[src/rtl/sipo_word_pkg.sv]
// Shared types for the serial-to-parallel word assembler and its output FIFO.
package sipo_word_pkg;

    localparam int unsigned DefaultWordWidth = 16;

    typedef logic [DefaultWordWidth-1:0] word_t;

    typedef enum logic [1:0] {
        IDLE,
        SHIFT,
        PARITY
    } asm_state_e;

    typedef struct packed {
        word_t word;
        logic  parity_err;
    } fifo_entry_t;

endpackage

[src/rtl/sipo_word_fifo.sv]
// First-word fall-through FIFO; a push into a full FIFO is accepted only when a pop frees a slot
// in the same cycle. Head reads as zero when empty.
module sipo_word_fifo
    import sipo_word_pkg::*;
#(
    parameter int unsigned FIFO_DEPTH = 2,
    parameter type         entry_t    = fifo_entry_t
) (
    input  logic   clk_i,
    input  logic   rst_ni,
    input  logic   push_i,
    input  logic   pop_i,
    input  entry_t entry_i,
    output entry_t head_o,
    output logic   full_o,
    output logic   empty_o
);

    localparam int unsigned PtrW = $clog2(FIFO_DEPTH);

    // Pointers carry one extra wrap bit to tell full from empty.
    logic [PtrW:0] wr_ptr_q, wr_ptr_d;
    logic [PtrW:0] rd_ptr_q, rd_ptr_d;
    entry_t        mem_q [FIFO_DEPTH];
    entry_t        mem_d [FIFO_DEPTH];
    logic          do_push, do_pop;

    always_comb begin
        empty_o = (wr_ptr_q == rd_ptr_q);
        full_o  = (wr_ptr_q[PtrW] != rd_ptr_q[PtrW]) &&
                  (wr_ptr_q[PtrW-1:0] == rd_ptr_q[PtrW-1:0]);
        do_pop  = pop_i && !empty_o;
        do_push = push_i && (!full_o || do_pop);

        mem_d = mem_q;
        if (do_push) begin
            mem_d[wr_ptr_q[PtrW-1:0]] = entry_i;
        end
        wr_ptr_d = wr_ptr_q + (PtrW+1)'(do_push);
        rd_ptr_d = rd_ptr_q + (PtrW+1)'(do_pop);

        head_o = empty_o ? '0 : mem_q[rd_ptr_q[PtrW-1:0]];
    end

    always_ff @(posedge clk_i) begin
        if (!rst_ni) begin
            wr_ptr_q <= '0;
            rd_ptr_q <= '0;
        end else begin
            wr_ptr_q <= wr_ptr_d;
            rd_ptr_q <= rd_ptr_d;
        end
    end

    always_ff @(posedge clk_i) begin
        mem_q <= mem_d;
    end

endmodule

[src/rtl/sipo_word_assembler.sv]
// Assembles qualified serial bits into words and queues them on a valid/ready interface.
// Define SIPO_WORD_ASSEMBLER_PARITY_CHECK_EN to expect a trailing even-parity bit per frame.
module sipo_word_assembler
    import sipo_word_pkg::*;
#(
    parameter int unsigned WORD_WIDTH = DefaultWordWidth,
    parameter int unsigned FIFO_DEPTH = 2,
    parameter int unsigned MSB_FIRST  = 1
) (
    input  logic                  Clk_In,
    input  logic                  Reset_In,
    input  logic                  Serial_Data_In,
    input  logic                  Serial_Valid_In,
    input  logic                  Frame_Sync_In,
    output logic [WORD_WIDTH-1:0] Word_Out,
    output logic                  Word_Valid_Out,
    input  logic                  Word_Ready_In,
    output logic                  Overflow_Out,
`ifdef SIPO_WORD_ASSEMBLER_PARITY_CHECK_EN
    output logic                  Parity_Error_Out,
    output logic [$clog2(WORD_WIDTH+2)-1:0] Bit_Count_Out
`else
    output logic [$clog2(WORD_WIDTH+1)-1:0] Bit_Count_Out
`endif
);

`ifdef SIPO_WORD_ASSEMBLER_PARITY_CHECK_EN
    localparam int unsigned CntW      = $clog2(WORD_WIDTH + 2);
    localparam asm_state_e  AfterData = PARITY;
`else
    localparam int unsigned CntW      = $clog2(WORD_WIDTH + 1);
    localparam asm_state_e  AfterData = IDLE;
`endif
    localparam logic [CntW-1:0] LastData = CntW'(WORD_WIDTH - 1);

    typedef struct packed {
        logic [WORD_WIDTH-1:0] word;
        logic                  parity_err;
    } entry_t;

    asm_state_e            state_q, state_d;
    logic [WORD_WIDTH-1:0] sr_q, sr_d;
    logic [CntW-1:0]       cnt_q, cnt_d;
    logic                  ovf_q, ovf_d;
    logic                  push;
    entry_t                push_entry;
    entry_t                head;
    logic                  full, empty;

    function automatic logic [WORD_WIDTH-1:0] shift_in(input logic [WORD_WIDTH-1:0] base,
                                                       input logic                  b);
        if (MSB_FIRST != 0) begin
            return {base[WORD_WIDTH-2:0], b};
        end
        return {b, base[WORD_WIDTH-1:1]};
    endfunction

    always_ff @(posedge Clk_In) begin
        if (!Reset_In) begin
            state_q <= IDLE;
        end else begin
            state_q <= state_d;
        end
    end

    // Frame sync always wins; the bit arriving with it starts a fresh word.
    always_comb begin
        state_d = state_q;
        if (Frame_Sync_In) begin
            state_d = Serial_Valid_In ? SHIFT : IDLE;
        end else if (Serial_Valid_In) begin
            unique case (state_q)
                IDLE:    state_d = SHIFT;
                SHIFT:   state_d = (cnt_q == LastData) ? AfterData : SHIFT;
                default: state_d = IDLE;
            endcase
        end
    end

    always_comb begin
        sr_d       = sr_q;
        cnt_d      = cnt_q;
        push       = 1'b0;
        push_entry = '0;
        if (Frame_Sync_In) begin
            cnt_d = Serial_Valid_In ? CntW'(1) : '0;
            if (Serial_Valid_In) begin
                sr_d = shift_in('0, Serial_Data_In);
            end
        end else if (Serial_Valid_In) begin
`ifdef SIPO_WORD_ASSEMBLER_PARITY_CHECK_EN
            if (state_q == PARITY) begin
                push                  = 1'b1;
                push_entry.word       = sr_q;
                push_entry.parity_err = ^{sr_q, Serial_Data_In};
                cnt_d                 = '0;
            end else begin
                sr_d  = shift_in(sr_q, Serial_Data_In);
                cnt_d = cnt_q + CntW'(1);
            end
`else
            sr_d = shift_in(sr_q, Serial_Data_In);
            if (state_q == SHIFT && cnt_q == LastData) begin
                push            = 1'b1;
                push_entry.word = sr_d;
                cnt_d           = '0;
            end else begin
                cnt_d = cnt_q + CntW'(1);
            end
`endif
        end
        // A completed word is lost only if the FIFO stays full through this edge.
        ovf_d = ovf_q | (push && full && !(Word_Ready_In && !empty));
    end

    always_ff @(posedge Clk_In) begin
        if (!Reset_In) begin
            sr_q  <= '0;
            cnt_q <= '0;
            ovf_q <= 1'b0;
        end else begin
            sr_q  <= sr_d;
            cnt_q <= cnt_d;
            ovf_q <= ovf_d;
        end
    end

    sipo_word_fifo #(
        .FIFO_DEPTH (FIFO_DEPTH),
        .entry_t    (entry_t)
    ) u_fifo (
        .clk_i   (Clk_In),
        .rst_ni  (Reset_In),
        .push_i  (push),
        .pop_i   (Word_Ready_In),
        .entry_i (push_entry),
        .head_o  (head),
        .full_o  (full),
        .empty_o (empty)
    );

    assign Word_Out       = head.word;
    assign Word_Valid_Out = !empty;
    assign Overflow_Out   = ovf_q;
    assign Bit_Count_Out  = cnt_q;
`ifdef SIPO_WORD_ASSEMBLER_PARITY_CHECK_EN
    assign Parity_Error_Out = head.parity_err;
`endif

endmodule

[config.mk]
export PLATFORM = sky130hd
export DESIGN_NAME = sipo_word_assembler
export DESIGN_NICKNAME = d
export VERILOG_FILES = /design/src/rtl/sipo_word_pkg.sv /design/src/rtl/sipo_word_fifo.sv /design/src/rtl/sipo_word_assembler.sv
export SDC_FILE = /design/constraint.sdc
export NUM_CORES = 1
export LEC_CHECK = 0
export ABC_AREA = 1
export ABC_CLOCK_PERIOD_IN_PS = 2900
export CAP_MARGIN = 40
export CORE_MARGIN = 1
export CORE_UTILIZATION = 48
export CTS_CLUSTER_SIZE = 25
export DETAILED_ROUTE_END_ITERATION = 8
export GPL_ROUTABILITY_DRIVEN = 0
export PLACE_DENSITY = 0.7
export SLEW_MARGIN = 0
export SYNTH_ARGS = -nofsm -noshare
export SYNTH_HDL_FRONTEND = slang
export SYNTH_SLANG_ARGS = --single-unit
export TNS_END_PERCENT = 100
[constraint.sdc]
create_clock -name Clk_In -period 2.9 [get_ports Clk_In]
set_clock_uncertainty 0.05 [all_clocks]
set_input_delay 0.29 -clock Clk_In [delete_from_list [all_inputs] [get_ports Clk_In]]
set_output_delay 0.29 -clock Clk_In [all_outputs]
set_load 0.03 [all_outputs]
==> flow_metrics.tcl <==
set metrics [dict create \
    worstHoldPathCells 2 \
    r2r-end "u_fifo.wr_ptr_q[1]" \
    tritoncts "done" \
    yosysSeqAreaShare_pct 60.4 \
    finalWirelength_mm 4.36 \
    antenna_found_initial 0 \
    cpMostUsedCell "nand2_1" \
    synth_area_per_cell_um2 9.36 \
    path_cells "inv_4 -> nand2_1 -> nand2_1 -> inv_2 -> nor2_4 -> a21oi_1 -> clkdlybuf4s50_1" \
    power_density_nw_per_um2 525 \
    core_area_um2 4820 \
    clk_path_buf_depth 2 \
    post_dp_cell_area_um2 2800 \
    cp_top_family "buffers and inverters" \
    fin_crit_ns 2.48 \
    cts_resized 0 \
    yosys_warnings 0 \
    die_area_um2 5400 \
    ios 29 \
    holdCritStartpoint "sr_q[8]" \
    slew_violations 0 \
    cp.depth 7 \
    rr_startpoint "Bit_Count_Out[0]" \
    layout.cells.most_common "nand2_1" \
    die_height_um 73.5 \
    wl_per_cell_um 11.8 \
    max_freq_ghz 0.404 \
    syn_nets 272 \
    reg2reg_depth 9 \
    dp_cells 353 \
    yosysTopAreaCellShare_pct 39.2 \
    grt_pass1_wl_mm 7.06 \
    hold_viol 0 \
    drc 0 \
    layout_common_cells "nand2_1, a21oi_1, edfxtp_1" \
    cts_htree_levels 3 \
    cp_num_buf_inv 3 \
    critPathMaxFanout 18 \
    setup_tns_ns 0 \
    route.vias.total 1751 \
    start_util_pct 50.9 \
    cp-end-kind "output port" \
    period_share_pct 85.4 \
    cp_slowest_cell "clkdlybuf4s50_1" \
    syn_inst 262 \
    drive_above_1_share_pct 12.3 \
    critPathKind "reg2out" \
    ys_ff_latch 58 \
    slew_headroom_pct 55.7 \
    p_leak_nw 1.03 \
    min_path_type "reg2reg" \
    area_growth_pct 21.5 \
    status "completed" \
    numCtsBuffers 9 \
    setup_viol 0 \
    rsz0062_at_grt "false" \
    antennaDiodeCount 0 \
    root_buffer "clkbuf_8" \
    nets 307 \
    grt_overflow 0 \
    yosysTopAreaCell "edfxtp_1" \
    worst-r2r-setup-slack_ns 0.88 \
    whs_ns 0.431 \
    die_w_um 73.5 \
    worstPathArrival_ns 2.14 \
    drtPass1Iterations 4 \
    dpl.hpwl_mm 2.88 \
    required_ns 2.56 \
    syn_area_um2 2450 \
    design_area_um2 2980 \
    clk_pin_slew_ns 0.07 \
    tightest_slew_ns 0.664 \
    cp-start-kind "flop" \
    stdcell_count 369 \
    row_count 25 \
    first_iter_violations 138 \
    clock-sinks 58 \
    cts_setup_buffers 0 \
    vias_per_cell 4.75 \
    worst_skew_pair.late_latency_ns 0.34 \
    grt.total_usage_pct 18.2 \
    hold_end "sr_q[9]" \
    hold_buffers 0 \
    ys_types 23 \
    grt_max_degree 23 \
    port_buffers 28 \
    maxCapViolCount 0 \
    slowest_delay_ns 0.61 \
    synthTopCellsByArea "edfxtp_1, dfxtp_1, nand2_1" \
    grt_pass1_vias 1568 \
    ant_nets 0 \
    vdd_drop_max_mv 0.408 \
]
## through the flow
step	worst slack (ns)	total power, mW	utilization, %
floorplan	0.561	0.909	-
global placement	0.505	0.926	58.1
detailed placement	0.487	0.926	58.1
CTS	0.359	1.58	61.8
global route	0.229	1.62	61.8
finish	0.425	1.56	61.8
## where the power goes
group,total (mW),switching [mW],internal (mW),leakage [nW]
registers,0.866,0.00497,0.861,0.445
logic,0.0414,0.0265,0.0149,0.512
clock network,0.656,0.343,0.313,0.0741
total,1.56,0.375,1.19,1.03
## how the worst max path moves through the flow
stage | from | to | slack, ns
6_report | u_fifo.rd_ptr_q[0] | Word_Out[13] | 0.42
5_1_grt | u_fifo.rd_ptr_q[0] | Word_Out[13] | 0.23
4_1_cts | u_fifo.rd_ptr_q[0] | Word_Out[13] | 0.36
3_5_place_dp | Serial_Valid_In | u_fifo.wr_ptr_q[1] | 0.49
3_3_place_gp | Serial_Valid_In | u_fifo.wr_ptr_q[1] | 0.50
2_1_floorplan | Bit_Count_Out[0] | u_fifo.mem_q[10] | 0.56
## cell families after synthesis
group,synth area share [%]
adder cells (fa/ha/maj),2.04
AO/OA/AOI/OAI,7.81
XOR/XNOR,1.43
AND/OR/NAND/NOR,21.3
flip-flops,60.4
buffers and inverters,7.04
## flip-flops by register name, summed over array words and instances, names as in the netlist
signal / count
u_fifo.mem_q: 32
sr_q: 15
Bit_Count_Out: 5
u_fifo.rd_ptr_q: 2
u_fifo.wr_ptr_q: 2
Overflow_Out: 1
state_q: 1
## worst min-delay path, stage by stage, from the launching register on
cell     delay, ns
dfxtp_1       0.32
nand2_1       0.06
a21oi_1       0.05
## layer usage
| metal | track usage (%) | vias up | wire [um] |
|---|---|---|---|
| met1 | 23.0 | 794 | 2150 |
| li1 | - | 914 | - |
| met2 | 26.4 | 38 | 1940 |
| met3 | 7.00 | 5 | 214 |
| met5 | 0 | - | 0 |
| met4 | 10.9 | 0 | 51 |
## synth_stat cells
master and n:
dfxtp_1 26, buf_4 1, nor2_1 18, nand3_1 6
nand4_1 2, nor2_4 1, clkbuf_1 5, nand2_1 79
inv_1 28, inv_2 2, buf_6 2, xnor2_1 2
o21ai_0 2, ha_1 4, inv_4 1, a21oi_1 35
buf_2 1, nor2_8 1, xor2_1 2, a31oi_1 1
nor2_2 10, nand4_4 1, edfxtp_1 32
## final cells by class
cell class,count,area [um^2]
inverters,31,119
repair buffers,33,318
flip-flops and latches,58,1480
clock buffers,9,124
multi-input cells,164,798
fillers,436,1840
clock inverters,7,55.1
well taps,67,83.8
Note: power is estimated with default switching activity, not from simulation.
==> RTL edit, RTL diff (same settings) <==
The 3 states of `asm_state_e` get a one-hot encoding in 3 bits.
--- a/src/rtl/sipo_word_pkg.sv
+++ b/src/rtl/sipo_word_pkg.sv
@@ -5,10 +5,10 @@
 
     typedef logic [DefaultWordWidth-1:0] word_t;
 
-    typedef enum logic [1:0] {
-        IDLE,
-        SHIFT,
-        PARITY
+    typedef enum logic [2:0] {
+        IDLE   = 3'b001,
+        SHIFT  = 3'b010,
+        PARITY = 3'b100
     } asm_state_e;
 
     typedef struct packed {
Check against the original RTL: same outputs for any inputs over 10 cycles, from zero or initial values and one cycle with Reset_In low; not proved beyond that.
==> RTL edit against the unedited design <==
Design area rose by 3.5%; routed wire length up 3.6%; worst setup slack got worse by 0.12 ns; die area rose by 3.3%; synthesized cell count up 4.6%; sequential cell count is 1 higher; synthesized area increased by 3.4%; global-route usage rose by 0.63 points; register-to-register slack lost 0.02 ns; power is 7.0% higher; critical path type unchanged; critical endpoint is now Word_Out[11]; largest power group unchanged.
==> RTL edit: results (changes against the unedited design) <==
<table>
<tr><th>Metric</th><th>Value</th></tr>
<tr><th colspan="2">Status</th></tr>
<tr><td>Outcome</td><td>finished clean</td></tr>
<tr><th colspan="2">Layout</th></tr>
<tr><td>Total of fill cells in the finished design</td><td>471 (+8.0%)</td></tr>
<tr><td>Diode insertion count for antenna repair</td><td>0 (unchanged)</td></tr>
<tr><td>Total Nets Final</td><td>321 (+4.6%)</td></tr>
<tr><td>Layout cell share with drive strength beyond 1</td><td>10.83% (-1.4 points)</td></tr>
<tr><td>Max FFs per register</td><td>32 (unchanged)</td></tr>
<tr><th colspan="2">Global route</th></tr>
<tr><td>Maximum number of pins on one net before global-route repair</td><td>25 (+8.7%)</td></tr>
<tr><td>Vias in the first global route</td><td>1658 (+5.7%)</td></tr>
<tr><td>Combined global-route utilization of all metal layers</td><td>18.84% (+0.63 points)</td></tr>
<tr><td>First-pass GRT wire length</td><td>7541 um (+6.8%)</td></tr>
<tr><th colspan="2">Synth</th></tr>
<tr><td>Top cells by area in the synthesized netlist</td><td>edfxtp_1 (38%), dfxtp_1 (21%), nand2_1 (12%)</td></tr>
<tr><td>Post-synthesis net count</td><td>286 (+5.1%)</td></tr>
<tr><td>Number of distinct library cell variants in the gate-level netlist after synthesis</td><td>24 (+4.3%)</td></tr>
<tr><td>Sequential-to-total area share from yosys stat</td><td>59.23% (-1.2 points)</td></tr>
<tr><th colspan="2">Power and ir drop</th></tr>
<tr><td>Maximum vdd drop</td><td>0.4330 mV (+6.1%)</td></tr>
<tr><td>Leakage</td><td>1.051 nW (+1.9%)</td></tr>
<tr><th colspan="2">Clocking</th></tr>
<tr><td>Root buffer cell</td><td>clkbuf_8</td></tr>
<tr><td>Count of cells resized by post-cts repair</td><td>0 (unchanged)</td></tr>
<tr><th colspan="2">Timing</th></tr>
<tr><td>Worst-case headroom to the max-slew limit</td><td>50.01% (-5.6 points)</td></tr>
<tr><th colspan="2">Placement</th></tr>
<tr><td>HPWL after detailed placement</td><td>2930 um (+1.7%)</td></tr>
<tr><th colspan="2">Setup path</th></tr>
<tr><td>R2R setup slack</td><td>0.86 ns (-0.02 ns)</td></tr>
<tr><th colspan="2">Hold path</th></tr>
<tr><td>Min-delay src</td><td>sr_q[1]</td></tr>
<tr><td>Sink of the worst hold path</td><td>sr_q[2]</td></tr>
<tr><th colspan="2">Detailed routing</th></tr>
<tr><td>Vias per Instance</td><td>4.802 (+1.2%)</td></tr>
<tr><td>Number of DRC violations after detailed-routing iteration 0</td><td>147 (+6.5%)</td></tr>
</table>
[RTL edit: cell types whose count changed in the layout (fill, tap and decap cells not counted), moves of 2 or more]
| cell | change |
|---|---|
| nor2_1 | -2 |
| inv_1 | +3 |
| clkbuf_8 | +2 |
| clkbuf_1 | +3 |
| clkinvlp_4 | -5 |
| a21oi_1 | +4 |
| o21ai_0 | +3 |
| ha_1 | +2 |
[RTL edit: power by group]
part	switching, mW	internal [mW]	leakage, nW
Combinational	0.0353	0.0205	0.444
Clock	0.290	0.443	0.101
Sequential	0.00552	0.878	0.505
[RTL edit: stage by stage]
step / setup slack, ns / area [um2] / cells / utilization (%)
CTS: 0.2549 / 3084 / 384 / 60.39
floorplan: 0.5288 / 2535 / 274 / -
detailed placement: 0.5323 / 2887 / 368 / 56.52
finish: 0.3089 / 3084 / 384 / 60.39
global route: 0.1005 / 3084 / 384 / 60.39
global placement: 0.5835 / 2887 / 368 / 56.52
[RTL edit: worst max path at each step]
stage | end | slack (ns) | depth (start not counted)
floorplan | u_fifo.mem_q[10] | 0.53 | 6
global placement | u_fifo.wr_ptr_q[1] | 0.58 | 9
detailed placement | u_fifo.wr_ptr_q[1] | 0.53 | 9
CTS | Word_Out[1] | 0.25 | 7
global route | Word_Out[9] | 0.10 | 7
finish | Word_Out[11] | 0.31 | 7
[RTL edit: worst register-to-register path, cell delays in order, from the launching register on]
cell	delay, ns
dfxtp_1	0.42
ha_1	0.21
nand2_1	0.09
nor2_2	0.20
nand4_4	0.10
a31oi_1	0.21
ha_1	0.18
buf_4	0.24
xnor2_1	0.15
nor2_1	0.05
[RTL edit: cell families after synthesis]
kind of cell / after synthesis / synth area share [%]
compound gates: 45 / 8.934
buf+inv: 42 / 7.009
flops: 59 / 59.23
fa+ha+maj: 6 / 2.961
xor+xnor: 3 / 1.037
simple gates: 119 / 20.83
[RTL edit: area by class of cell]
class | count | share of cell area (%)
Clock buffer | 14 | 5.274
Sequential cell | 59 | 48.68
Clock inverter | 2 | 1.136
Multi-Input combinational cell | 173 | 27.75
Tap cell | 70 | 2.840
Timing Repair Buffer | 33 | 10.30
Inverter | 33 | 4.016
[RTL edit: routing by layer]
metal | vias up | track usage [%] | part of all wire, %
li1 | 959 | - | -
met1 | 835 | 23.21 | 47
met2 | 41 | 29.93 | 47
met3 | 9 | 6.024 | 3.9
met4 | 0 | 9.434 | 2.1
met5 | - | 0 | 0
